--- src/rtl/host_ctrl_pkg.sv ---
// Shared encodings for the host controller: command codes, controller states
// (also the status readback value) and readback region selects.
package host_ctrl_pkg;

    localparam logic [1:0] CMD_HALT   = 2'b00;
    localparam logic [1:0] CMD_LOAD_I = 2'b01;
    localparam logic [1:0] CMD_LOAD_D = 2'b10;
    localparam logic [1:0] CMD_RUN    = 2'b11;

    // State codes double as the status readback word, so keep them fixed.
    localparam logic [2:0] ST_IDLE  = 3'd0;
    localparam logic [2:0] ST_LOAD  = 3'd1;
    localparam logic [2:0] ST_START = 3'd2;
    localparam logic [2:0] ST_RUN   = 3'd3;
    localparam logic [2:0] ST_DRAIN = 3'd4;

    localparam logic [1:0] RB_DCACHE = 2'b00;
    localparam logic [1:0] RB_REG    = 2'b01;
    localparam logic [1:0] RB_CYCLE  = 2'b10;
    localparam logic [1:0] RB_STATUS = 2'b11;

    typedef struct packed {
        logic [1:0]  region;
        logic [31:0] reg_data;
        logic [31:0] cycle_snap;
        logic [2:0]  state;
    } rb_capture_t;

    function automatic logic [31:0] status_word(input logic [2:0] st);
        return {29'b0, st};
    endfunction

endpackage

--- src/rtl/host_readback.sv ---
// Two-stage readback: capture select and sideband values, then merge with the
// one-cycle-late D_Cache read data into the registered data_out.
module host_readback
    import host_ctrl_pkg::*;
(
    input  logic        clk,
    input  logic        reset,
    input  logic [1:0]  rb_sel,
    input  logic [31:0] reg_data,
    input  logic [31:0] cycle_snap,
    input  logic [2:0]  state,
    input  logic [31:0] dcache_data,
    output logic [31:0] data_out
);

    rb_capture_t capture_q;
    logic [31:0] rb_mux;

    always_ff @(posedge clk or posedge reset) begin
        if (reset) begin
            capture_q <= '0;
        end else begin
            capture_q.region     <= rb_sel;
            capture_q.reg_data   <= reg_data;
            capture_q.cycle_snap <= cycle_snap;
            capture_q.state      <= state;
        end
    end

    // D_Cache data arrives here, aligned with the captured select.
    always_comb begin
        rb_mux = dcache_data;
        case (capture_q.region)
            RB_DCACHE: rb_mux = dcache_data;
            RB_REG:    rb_mux = capture_q.reg_data;
            RB_CYCLE:  rb_mux = capture_q.cycle_snap;
            RB_STATUS: rb_mux = status_word(capture_q.state);
            default:   rb_mux = dcache_data;
        endcase
    end

    always_ff @(posedge clk or posedge reset) begin
        if (reset) begin
            data_out <= '0;
        end else begin
            data_out <= rb_mux;
        end
    end

endmodule

--- src/rtl/host_ctrl.sv ---
// Host-side controller: sequences the core through idle, load, run and drain,
// gates cache writes to the load phase and feeds the readback path.
module host_ctrl
    import host_ctrl_pkg::*;
#(
    parameter int DRAIN_CYCLES = 4,
    parameter int CNT_W        = 32
) (
    input  logic        clk,
    input  logic        reset,
    input  logic [1:0]  cmd,
    input  logic        host_valid,
    input  logic [31:0] addr_in,
    input  logic [31:0] reg_data_e,
    input  logic [31:0] D_Cache_data_e,
    output logic        host_ready,
    output logic        I_Cache_wen_e,
    output logic [3:0]  D_Cache_wen_e,
    output logic        cpu_run,
    output logic        fetch_hold,
    output logic        pipe_flush,
    output logic [31:0] data_out
);

    localparam int DRN_W = (DRAIN_CYCLES > 1) ? $clog2(DRAIN_CYCLES) : 1;

    logic [2:0]       state;
    logic [2:0]       state_nxt;
    logic [DRN_W-1:0] drain_cnt;
    logic [CNT_W-1:0] cycle_cnt;
    logic [31:0]      cycle_snap;
    logic             load_wr;
    logic             run_exit;
    logic             unused_addr_bits;

    assign run_exit = (state == ST_RUN) && (cmd != CMD_RUN);

    always_comb begin
        state_nxt = state;
        case (state)
            ST_IDLE: begin
                if (cmd == CMD_LOAD_I || cmd == CMD_LOAD_D) begin
                    state_nxt = ST_LOAD;
                end else if (cmd == CMD_RUN) begin
                    state_nxt = ST_START;
                end
            end
            ST_LOAD: begin
                if (cmd == CMD_HALT) begin
                    state_nxt = ST_IDLE;
                end else if (cmd == CMD_RUN) begin
                    state_nxt = ST_START;
                end
            end
            ST_START: state_nxt = ST_RUN;
            ST_RUN: begin
                if (cmd != CMD_RUN) begin
                    state_nxt = ST_DRAIN;
                end
            end
            // A RUN request during drain is only honoured once back in IDLE.
            ST_DRAIN: begin
                if (drain_cnt == '0) begin
                    state_nxt = ST_IDLE;
                end
            end
            default: state_nxt = ST_IDLE;
        endcase
    end

    always_ff @(posedge clk or posedge reset) begin
        if (reset) begin
            state <= ST_IDLE;
        end else begin
            state <= state_nxt;
        end
    end

    always_ff @(posedge clk or posedge reset) begin
        if (reset) begin
            drain_cnt <= '0;
        end else if (run_exit) begin
            drain_cnt <= DRN_W'(DRAIN_CYCLES - 1);
        end else if (state == ST_DRAIN && drain_cnt != '0) begin
            drain_cnt <= drain_cnt - DRN_W'(1);
        end
    end

    // Counts RUN cycles only and sticks at all-ones rather than wrapping.
    always_ff @(posedge clk or posedge reset) begin
        if (reset) begin
            cycle_cnt <= '0;
        end else if (state == ST_START) begin
            cycle_cnt <= '0;
        end else if (state == ST_RUN && cycle_cnt != '1) begin
            cycle_cnt <= cycle_cnt + CNT_W'(1);
        end
    end

    assign host_ready = (state == ST_LOAD);
    assign cpu_run    = (state == ST_RUN) || (state == ST_DRAIN);
    assign fetch_hold = (state == ST_DRAIN);
    assign pipe_flush = (state == ST_START);

    assign load_wr       = (state == ST_LOAD) && host_valid;
    assign I_Cache_wen_e = load_wr && (cmd == CMD_LOAD_I);
    assign D_Cache_wen_e = {4{load_wr && (cmd == CMD_LOAD_D)}};

    assign cycle_snap = 32'(cycle_cnt);

    // Low address bits go straight to the caches and register file outside.
    assign unused_addr_bits = ^addr_in[29:0];

    host_readback u_readback (
        .clk         (clk),
        .reset       (reset),
        .rb_sel      (addr_in[31:30]),
        .reg_data    (reg_data_e),
        .cycle_snap  (cycle_snap),
        .state       (state),
        .dcache_data (D_Cache_data_e),
        .data_out    (data_out)
    );

endmodule

--- config.mk ---
export PLATFORM = sky130hd
export DESIGN_NAME = host_ctrl
export DESIGN_NICKNAME = d
export VERILOG_FILES = /design/src/rtl/host_ctrl_pkg.sv /design/src/rtl/host_readback.sv /design/src/rtl/host_ctrl.sv
export SDC_FILE = /design/constraint.sdc
export NUM_CORES = 1
export LEC_CHECK = 0
export ABC_AREA = 1
export ABC_CLOCK_PERIOD_IN_PS = 8000
export BUFFER_PORTS_ARGS = -buffer_cell sky130_fd_sc_hd__buf_2
export CORE_ASPECT_RATIO = 0.7
export CORE_UTILIZATION = 40
export DETAILED_ROUTE_END_ITERATION = 12
export GPL_TIMING_DRIVEN = 0
export PLACE_DENSITY_LB_ADDON = 0.08
export SKIP_CTS_REPAIR_TIMING = 1
export SYNTH_ARGS = -nofsm -noshare
export SYNTH_HDL_FRONTEND = slang
export SYNTH_SLANG_ARGS = --single-unit
export TNS_END_PERCENT = 10
--- constraint.sdc ---
create_clock -name clk -period 8 [get_ports clk]
set_clock_uncertainty 0.2 [all_clocks]
set_input_delay 0.8 -clock clk [delete_from_list [all_inputs] [get_ports clk]]
set_output_delay 0.8 -clock clk [all_outputs]
set_load 0.01 [all_outputs]
==> impl_metrics.py, run 1 <==
metrics = {
    "yosys": {
        "ys_warn_count": 0,
        "yosysSeqAreaShare_pct": 60.79,
        "synth_xor_area_share_pct": 2.159,
        "synth_top_area_share_pct": 60.79,
        "ys_top_cells_by_count": "nand2_1, dfrtp_1, nand3_1, nor2_1, inv_1",
        "synth_edf_count": 0,
        "async_reset_ff_share_pct": 100.0,
        "synth_area_leaders": "dfrtp_1, nand2_1, nand3_1, nor2_1, inv_1",
        "synth_area_per_cell_um2": 8.932,
        "synth-main-ff-cell": "dfrtp_1",
        "syn-cell-area_um2": 5680,
        "synth_top_family_by_area": "simple AND/OR/NAND/NOR gates",
        "synth_area_leader_cell": "dfrtp_1",
        "synth_cell_type_count": 27,
        "synthMuxAreaShare_pct": 0,
        "synth_compound_area_share_pct": 1.322,
        "yosysMostFrequentCell": "nand2_1",
        "yosys.area_share.simple_pct": 29.93,
        "syn_nets": 743,
        "ys_seq_elements": 138,
        "synth_fa_ha_area_share_pct": 1.322,
        "synth_cells": 636,
    },
    "global_routing": {
        "antenna_found_initial": 0,
        "overflow": 0,
        "grtUsageMet1_pct": 27.25,
        "grt_first_pass_wirelength_um": 20880,
        "grt_pass1_vias": 4191,
        "grt_use_total_pct": 19.46,
        "met2_usage_pct": 28.29,
        "met3_usage_pct": 6.005,
        "grt_max_degree": 83,
        "globalRoute.busiestLayer": "met2",
    },
    "critical_path": {
        "slowest_delay_ns": 0.42,
        "crit_required_ns": 7.00,
        "rr_startpoint": "cycle_cnt[0]",
        "path_buf_inv": 3,
        "crit_type": "flop to primary output",
        "path_cells": "inv_1 -> nor3_1 -> nand2_1 -> nor2_1 -> buf_4 -> buf_2",
        "r2r_setup_slack_ns": 5.67,
        "cpMaxStageDelayCell": "dfrtp_1",
        "crit_fanout": 5,
        "cp.arrival_ns": 1.86,
        "cp-start-kind": "flop",
        "crit_family": "simple AND/OR/NAND/NOR gates",
        "crit_path_end_kind": "primary output",
        "ff2ff_path_depth": 9,
        "r2r_end": "cycle_cnt[5]",
    },
    "cells_and_area": {
        "postLayoutCoreUtil_pct": 51.43,
        "final_nets": 874,
        "area_growth_pct": 25.59,
        "fillers": 1334,
        "drive_above_1_share_pct": 21.03,
        "diodes": 0,
    },
    "clock_network": {
        "clock_path_buffers": 2,
        "cts_sinks": 138,
        "cts_max_level": 4,
        "cts_root_buf": "clkbuf_16",
        "clkLatencyLatePin_ns": 0.43,
        "cts_tree": "built",
        "clk_pin_slew_ns": 0.06,
        "cts_buffers": 17,
    },
    "floorplan": {
        "dieArea_um2": 14690,
        "coreArea_um2": 13870,
        "placementRows": 36,
        "die-height_um": 101.7,
        "start_util_pct": 40.95,
        "dieWidth_um": 144.4,
        "pin_count": 142,
    },
    "placed_design": {
        "dp_hpwl_um": 9231,
        "gp_congestion": 0.9140,
        "io_buffers": 111,
    },
    "sta": {
        "finalHoldViolations": 0,
        "fin_crit_sh_pct": 35.81,
        "worst_pin_slew_ns": 0.6437,
        "finalCriticalPeriod_ns": 2.865,
        "rsz0062_at_grt": "false",
        "finalSetupTns_ns": 0,
        "setup_viol": 0,
        "fmax_ghz": 0.3491,
        "relSlewSlack_pct": 57.09,
        "hold-worst-slack_ns": 0.2348,
        "slew_viol_final": 0,
    },
    "detailed_routing": {
        "drtIter0Drc": 294,
        "vias_per_cell": 4.530,
        "drc": 0,
        "wl_per_cell_um": 13.18,
        "vias": 4394,
        "drtPass1Iterations": 4,
        "ant_nets": 0,
        "finalWirelength_um": 12780,
    },
    "power": {
        "leakagePower_uw": 0.003738,
        "powerDensity_nw_per_um2": 262.4,
        "total_power_uw": 1872,
        "vdd_drop_max_v": 0.0001680,
    },
    "run": {
        "cap_violations": 0,
    },
    "status": {
        "status": "finished clean",
    },
    "worst_hold_path": {
        "holdCritPathClass": "input port to asynchronous set/reset pin",
    },
}
==> cell usage in the layout, fill, tap and decap left out, types with 2 or more instances in the layout <==
master	synthesis	final
nand4_1	3	3
nand2_1	272	272
nor3_1	2	2
nand3_1	60	60
inv_2	2	2
dfrtp_1	138	138
xor2_1	13	13
nor2_1	51	51
clkinvlp_4	0	3
nand3b_1	10	10
o21ai_0	6	6
buf_6	3	3
or2_2	2	2
nand2_2	2	2
bufinv_16	0	4
clkbuf_1	11	12
clkbuf_16	0	17
clkbuf_8	0	2
nor2_2	4	4
clkinv_2	0	4
ha_1	6	6
o211ai_1	2	2
inv_1	37	36
buf_4	3	3
buf_2	2	113
==> where the power goes <==
group          internal [µW]  switching, µW
Clock                    536            284
Combinational           90.8            179
Sequential               748           34.7
Total                   1370            498
==> state kept, by name (all words and copies together) (netlist names) <==
register and count:
cycle_cnt 32, drain_cnt 2, state 3, u_readback.capture_q 69, u_readback.data_out 32
==> layer usage <==
layer | share of wire [%] | wire, µm
met5 | 0 | 0
met4 | 0.66 | 85
met3 | 6.1 | 786
met2 | 42 | 5390
met1 | 51 | 6521
==> through the flow <==
step	std cells	worst slack, ns	instance area (µm²)
final	970	5.135	7134
after global placement	937	1.830	6474
after detailed placement	938	5.362	6506
after CTS	970	5.083	7134
after global routing	970	4.899	7134
after floorplan	636	3.304	5680
==> cells by family after synthesis <==
| kind of cell | count (synthesis) |
|---|---|
| AO/OA/AOI/OAI | 11 |
| XOR/XNOR | 14 |
| adder cells (fa/ha/maj) | 6 |
| AND/OR/NAND/NOR | 409 |
| buffers and inverters | 58 |
| flip-flops | 138 |
==> layout make-up <==
class	count	area, µm²	area share, %
Sequential cell	138	3453	48.40
Clock buffer	20	456.7	6.401
Tap cell	190	237.7	3.332
Clock inverter	12	171.4	2.403
Timing Repair Buffer	112	583.1	8.173
Multi-Input combinational cell	440	1973	27.66
Inverter	39	151.4	2.122
Buffer	19	107.6	1.508
==> how the worst max path moves through the flow <==
stage / start / end / slack [ns] / cells past startpoint
finish: state[0] / D_Cache_wen_e[3] / 5.14 / 6
floorplan: reset / cycle_cnt[0] / 3.30 / 1
global route: state[0] / D_Cache_wen_e[3] / 4.90 / 6
CTS: state[0] / D_Cache_wen_e[3] / 5.08 / 6
global placement: reset / u_readback.data_out[22] / 1.83 / 2
detailed placement: cmd[0] / D_Cache_wen_e[3] / 5.36 / 7
(Power assumes the default switching activity.)
==> run 2, diff against run 1 <==
--- a/config.mk
+++ b/config.mk
@@ -5,8 +5,8 @@
 export SDC_FILE = /design/constraint.sdc
 export NUM_CORES = 1
 export LEC_CHECK = 0
-export ABC_AREA = 1
-export ABC_CLOCK_PERIOD_IN_PS = 8000
+export ABC_AREA = 0
+export ABC_CLOCK_PERIOD_IN_PS = 2750
 export BUFFER_PORTS_ARGS = -buffer_cell sky130_fd_sc_hd__buf_2
 export CORE_ASPECT_RATIO = 0.7
 export CORE_UTILIZATION = 40
==> constraint.sdc (replaced) <==
create_clock -name clk -period 2.75 [get_ports clk]
set_clock_uncertainty 0.2 [all_clocks]
set_input_delay 0.275 -clock clk [delete_from_list [all_inputs] [get_ports clk]]
set_output_delay 0.275 -clock clk [all_outputs]
set_load 0.01 [all_outputs]
==> impl_metrics.py, run 2 <==
metrics = {
    "cells_and_area": {
        "largest_register": "u_readback.capture_q",
        "final_cell_area_um2": 7513,
        "instances_no_fill": 841,
        "final_cell_mix": "dfrtp_1, buf_2, nand2_1",
        "area_growth_pct": 36.20,
        "final_nets": 752,
        "mostFrequentLayoutCell": "dfrtp_1",
        "largest_register_ffs": 69,
        "drive_above_1_share_pct": 25.61,
        "reg_top3": "u_readback.capture_q: 69 flops, cycle_cnt: 32 flops, u_readback.data_out: 32 flops",
        "fillers": 1174,
        "diodes": 0,
    },
    "yosys": {
        "synth_top_area_share_pct": 62.60,
        "synth_area_leader_cell": "dfrtp_1",
        "synth_area_per_cell_um2": 11.89,
        "synth_cells": 464,
        "synth_cell_type_count": 46,
        "synth_area_leaders": "dfrtp_1, mux2i_1, nand2_1, o21ai_0, nor3_1",
        "ys_warn_count": 0,
        "yosysMostFrequentCell": "dfrtp_1",
        "synth-main-ff-cell": "dfrtp_1",
        "syn-cell-area_um2": 5517,
        "ys_top_cells_by_count": "dfrtp_1, nand2_1, o21ai_0, mux2i_1, nor2_1",
        "yosysSeqAreaShare_pct": 62.60,
        "ys_seq_elements": 138,
        "async_reset_ff_share_pct": 100.0,
        "synth_edf_count": 0,
        "syn_nets": 571,
    },
    "global_routing": {
        "grt_use_total_pct": 20.85,
        "overflow": 0,
        "grt_pass1_vias": 4086,
        "grt_max_degree": 45,
        "antenna_found_initial": 0,
        "grt_first_pass_wirelength_um": 21960,
    },
    "sta": {
        "rsz0062_at_grt": "false",
        "worst_pin_slew_ns": 0.9929,
        "relSlewSlack_pct": 33.81,
        "slew_viol_final": 0,
        "fin_crit_sh_pct": 93.28,
        "fmax_ghz": 0.3898,
        "finalSetupTns_ns": 0,
        "finalCriticalPeriod_ns": 2.565,
        "setup_viol": 0,
        "hold-worst-slack_ns": -0.03642,
        "finalHoldViolations": 15,
    },
    "power": {
        "vdd_drop_max_v": 0.0004675,
        "powerDensity_nw_per_um2": 796.1,
        "total_power_uw": 5982,
        "leakagePower_uw": 0.003654,
    },
    "clock_network": {
        "clock_path_buffers": 2,
        "cts_tree": "built",
        "cts_max_level": 4,
        "cts_root_buf": "clkbuf_16",
        "clkLatencyLatePin_ns": 0.41,
        "clk_pin_slew_ns": 0.06,
        "cts_sinks": 138,
        "cts_buffers": 17,
    },
    "critical_path": {
        "r2r_setup_slack_ns": 0.18,
        "cp_common_cell": "nand4_1",
        "cp.arrival_ns": 2.65,
        "rr_startpoint": "cycle_cnt[0]",
        "crit_path_end_kind": "flop",
        "cpMaxStageDelayCell": "dfrtp_1",
        "crit_required_ns": 2.84,
        "path_cells": "ha_1 -> nand4_1 -> nor2_1 -> clkbuf_4 -> nand4_1 -> o311a_1 -> a221o_1",
        "r2r_end": "cycle_cnt[30]",
        "slowest_delay_ns": 0.42,
        "ff2ff_path_depth": 7,
        "cp-start-kind": "flop",
        "crit_type": "flop to flop",
        "crit_fanout": 10,
    },
    "placed_design": {
        "dp_hpwl_um": 9705,
        "io_buffers": 111,
        "dp_cells": 763,
        "postPlaceCellArea_um2": 6367,
        "gp_congestion": 0.8640,
    },
    "status": {
        "status": "finished, violations left",
        "violations": "hold timing",
    },
    "floorplan": {
        "start_util_pct": 41.44,
        "die-height_um": 100.3,
        "coreArea_um2": 13310,
        "placementRows": 35,
        "dieWidth_um": 142.4,
        "pin_count": 142,
        "dieArea_um2": 14270,
    },
    "worst_hold_path": {
        "holdPathStages": 3,
        "hold_end": "u_readback.data_out[21]",
        "worstHoldStart": "D_Cache_data_e[21]",
        "holdCritPathClass": "input port to flop",
    },
    "detailed_routing": {
        "drtIter0Drc": 271,
        "vias": 4277,
        "drtPass1Iterations": 6,
        "ant_nets": 0,
        "drc": 0,
        "vias_per_cell": 5.086,
        "finalWirelength_um": 14400,
        "wl_per_cell_um": 17.12,
    },
    "run": {
        "cap_violations": 0,
    },
}
## run 2: changes by cell type after synthesis, sizes merged, moves of 10 or more
cell / before / now
inv: 39 / 12
mux2i: 0 / 35
nand2: 274 / 53
nand3: 60 / 13
nand4: 3 / 13
nor2: 56 / 18
nor3: 2 / 16
nor4: 0 / 11
o21ai: 7 / 36
xor2: 13 / 0
## run 2: cell families after synthesis
logic type | Yosys count | synth area share (%)
compound gates | 87 | 10.37
xor+xnor | 2 | 0.3176
fa+ha+maj | 6 | 1.361
simple gates | 152 | 14.33
flops | 138 | 62.60
buf+inv | 41 | 3.447
mux | 38 | 7.575
## run 2: cell type report
cell class	count	area (µm²)	area share, %
well taps	185	231.5	3.081
multi-input cells	285	1873	24.93
flip-flops and latches	138	3453	45.96
repair buffers	162	1096	14.59
clock inverters	12	222.7	2.964
clock buffers	18	439.2	5.845
inverters	12	48.80	0.6495
plain buffers	29	148.9	1.982
## run 2: worst max path at each step
stage,from,endpoint
3_3_place_gp,reset,cycle_cnt[30]
4_1_cts,state[2],pipe_flush
3_5_place_dp,cycle_cnt[0],cycle_cnt[30]
2_1_floorplan,reset,cycle_cnt[0]
6_report,cycle_cnt[0],cycle_cnt[30]
5_1_grt,cycle_cnt[0],cycle_cnt[30]
## run 2: routing by layer
metal  track usage [%]  share of wire (%)
met4             7.196               0.79
met5                 0                  0
met3             5.057                6.1
met2             30.73                 44
met1             30.01                 49
## run 2: worst max-delay path, delay by kind of cell, from the launching register on
kind / cells / cell delay, ns
adder cells (fa/ha/maj): 1 / 0.28
flip-flops: 1 / 0.42
buffers and inverters: 1 / 0.28
AND/OR/NAND/NOR: 3 / 0.62
AO/OA/AOI/OAI: 2 / 0.64
## run 2: per-stage QoR
stage          utilization [%]  setup slack (ns)
3_5_place_dp             47.83            0.2076
5_1_grt                  56.44           0.02983
6_report                 56.44            0.1848
4_1_cts                  52.80           0.07983
3_3_place_gp             47.38           -0.2840
2_1_floorplan                -            0.5539
## run 2: power breakdown
| part | total, µW | switching (µW) | internal (µW) |
|---|---|---|---|
| clock | 2560 | 844 | 1710 |
| combinational | 1090 | 685 | 409 |
| sequential | 2330 | 118 | 2210 |
==> run 3, diff against run 2 <==
--- a/config.mk
+++ b/config.mk
@@ -8,8 +8,11 @@
 export ABC_AREA = 0
 export ABC_CLOCK_PERIOD_IN_PS = 2750
 export BUFFER_PORTS_ARGS = -buffer_cell sky130_fd_sc_hd__buf_2
+export CAP_MARGIN = 20
+export CELL_PAD_IN_SITES_DETAIL_PLACEMENT = 0
+export CELL_PAD_IN_SITES_GLOBAL_PLACEMENT = 1
 export CORE_ASPECT_RATIO = 0.7
-export CORE_UTILIZATION = 40
+export CORE_UTILIZATION = 30
 export DETAILED_ROUTE_END_ITERATION = 12
 export GPL_TIMING_DRIVEN = 0
 export PLACE_DENSITY_LB_ADDON = 0.08
==> impl_metrics.py, run 3 (same netlist as run 2, synthesis figures left out) <==
metrics = {
    "worst_hold_path": {
        "holdCritPathClass": "input port to flop",
        "worstHoldStart": "D_Cache_data_e[6]",
    },
    "cells_and_area": {
        "fillers": 1769,
        "final_cell_mix": "dfrtp_1, buf_2, dlygate4sd3_1",
        "largest_register": "u_readback.capture_q",
        "mostFrequentLayoutCell": "dfrtp_1",
        "reg_top3": "u_readback.capture_q: 69 flops, cycle_cnt: 32 flops, u_readback.data_out: 32 flops",
        "drive_above_1_share_pct": 25.48,
        "largest_register_ffs": 69,
        "diodes": 0,
        "instances_no_fill": 907,
        "final_cell_area_um2": 7650,
        "area_growth_pct": 38.67,
        "final_nets": 765,
    },
    "floorplan": {
        "start_util_pct": 30.64,
        "dieWidth_um": 164.1,
        "die-height_um": 115.5,
        "placementRows": 41,
        "dieArea_um2": 18940,
        "pin_count": 142,
        "coreArea_um2": 18010,
    },
    "placed_design": {
        "io_buffers": 111,
        "dp_cells": 814,
        "dp_hpwl_um": 10410,
        "postPlaceCellArea_um2": 6431,
        "gp_congestion": 0.8333,
    },
    "power": {
        "clkPwrFrac_pct": 39.8,
        "combinationalPowerShare_pct": 19.5,
        "power.switching_uw": 1711,
        "vdd_drop_max_v": 0.0003255,
        "netSwitchingFraction_pct": 29.85,
        "pwr-share-seq_pct": 40.7,
        "leakagePower_uw": 0.003675,
        "powerDensity_nw_per_um2": 749.3,
        "intPower_uw": 4021,
    },
    "critical_path": {
        "crit_type": "flop to flop",
        "cpMaxStageDelayCell": "dfrtp_1",
        "rr_startpoint": "cycle_cnt[0]",
        "critical_path.startpoint": "cycle_cnt[0]",
        "crit_path_end_kind": "flop",
        "cp-start-kind": "flop",
        "path_cells": "ha_2 -> nand4_1 -> nor2_1 -> clkbuf_4 -> nand4_1 -> o311a_1 -> a221o_1",
        "crit_fanout": 10,
        "slowest_delay_ns": 0.45,
        "crit_required_ns": 2.85,
        "cp_common_cell": "nand4_1",
        "cp.arrival_ns": 2.67,
    },
    "global_routing": {
        "overflow": 0,
        "antenna_found_initial": 0,
        "grt_pass1_vias": 4053,
        "grt_first_pass_wirelength_um": 23310,
        "grt_max_degree": 44,
        "grt_use_total_pct": 16.82,
    },
    "clock_network": {
        "clk_pin_slew_ns": 0.06,
        "clock_path_buffers": 2,
        "cts_tree": "built",
        "cts_buffers": 17,
        "clkLatencyLatePin_ns": 0.42,
        "cts_root_buf": "clkbuf_16",
        "cts_sinks": 138,
        "cts_max_level": 4,
    },
    "sta": {
        "rsz0062_at_grt": "false",
        "worst_pin_slew_ns": 1.018,
        "hold-worst-slack_ns": -0.04772,
        "finalSetupTns_ns": 0,
        "relSlewSlack_pct": 32.14,
        "finalCriticalPeriod_ns": 2.576,
        "setup_viol": 0,
        "fin_crit_sh_pct": 93.67,
        "fmax_ghz": 0.3882,
        "slew_viol_final": 0,
        "finalHoldViolations": 5,
    },
    "detailed_routing": {
        "drc": 0,
        "drtIter0Drc": 290,
        "vias_per_cell": 4.667,
        "drtPass1Iterations": 4,
        "wl_per_cell_um": 16.92,
        "finalWirelength_um": 15340,
        "ant_nets": 0,
        "vias": 4233,
    },
    "status": {
        "status": "finished, violations left",
        "violations": "hold timing",
    },
    "run": {
        "cap_violations": 0,
    },
}
[run 3: cell count changes in the layout (fill, tap and decap cells not counted)]
cell,previous run,this run
clkbuf_2,2,1
dlygate4sd3_1,48,62
ha_2,0,1
ha_1,6,5
clkinv_2,2,3
nand2b_2,0,1
inv_6,0,3
clkinvlp_4,3,4
nand2b_1,5,4
clkbuf_8,1,2
bufinv_16,6,2
[run 3: cell type report]
type,instances,area (µm²),area share (%)
Buffer,28,143.9,1.881
Tap cell,236,295.3,3.860
Clock inverter,13,141.4,1.848
Multi-Input combinational cell,285,1878,24.55
Timing Repair Buffer,176,1236,16.16
Sequential cell,138,3453,45.14
Clock buffer,19,452.9,5.921
Inverter,12,48.80,0.6379
[run 3: worst max-delay path: cells and delay by family (launching register included)]
family          cells  cell delay, ns
compound gates      2            0.64
fa+ha+maj           1            0.27
buf+inv             1            0.28
flops               1            0.45
simple gates        3            0.61
[run 3: final timing paths]
path	cells after the start	slack, ns	end
worst min register to register	0	0.17	u_readback.capture_q[19]
worst min-delay path	3	-0.05	u_readback.data_out[6]
max in group asynchronous	5	1.10	u_readback.capture_q[31]
worst max-delay path	7	0.17	cycle_cnt[30]
min in group asynchronous	3	0.38	u_readback.capture_q[61]
worst max register to register	7	0.17	cycle_cnt[30]
[run 3: power groups by stage]
stage / registers (µW) / clock network (µW) / logic, µW
6_report: 2330 / 2280 / 1120
5_1_grt: 2360 / 2450 / 1240
4_1_cts: 2340 / 2350 / 1070
3_5_place_dp: 2370 / 0 / 1060
3_3_place_gp: 2360 / 0 / 1040
2_1_floorplan: 2350 / 0 / 617
[run 3: metal layers]
| metal | share of wire [%] | GRT usage, % | routed length (µm) | up-vias |
|---|---|---|---|---|
| met1 | 51 | 24.88 | 7885 | 2046 |
| met4 | 0.53 | 4.877 | 81 | 0 |
| li1 | - | - | - | 2065 |
| met2 | 43 | 23.38 | 6591 | 113 |
| met5 | 0 | 0 | 0 | - |
| met3 | 5.1 | 5.261 | 783 | 9 |
[run 3: metrics by stage]
stage          utilization, %  setup WS [ns]  hold WS [ns]  total power, µW
2_1_floorplan               -         0.5539        0.1064             2968
3_3_place_gp            35.38        -0.3854        0.1640             3405
3_5_place_dp            35.72         0.1338        0.1643             3433
4_1_cts                 39.02       -0.02547       -0.2620             5752
5_1_grt                 42.48        0.03394      0.001757             6056
6_report                42.48         0.1741      -0.04772             5732
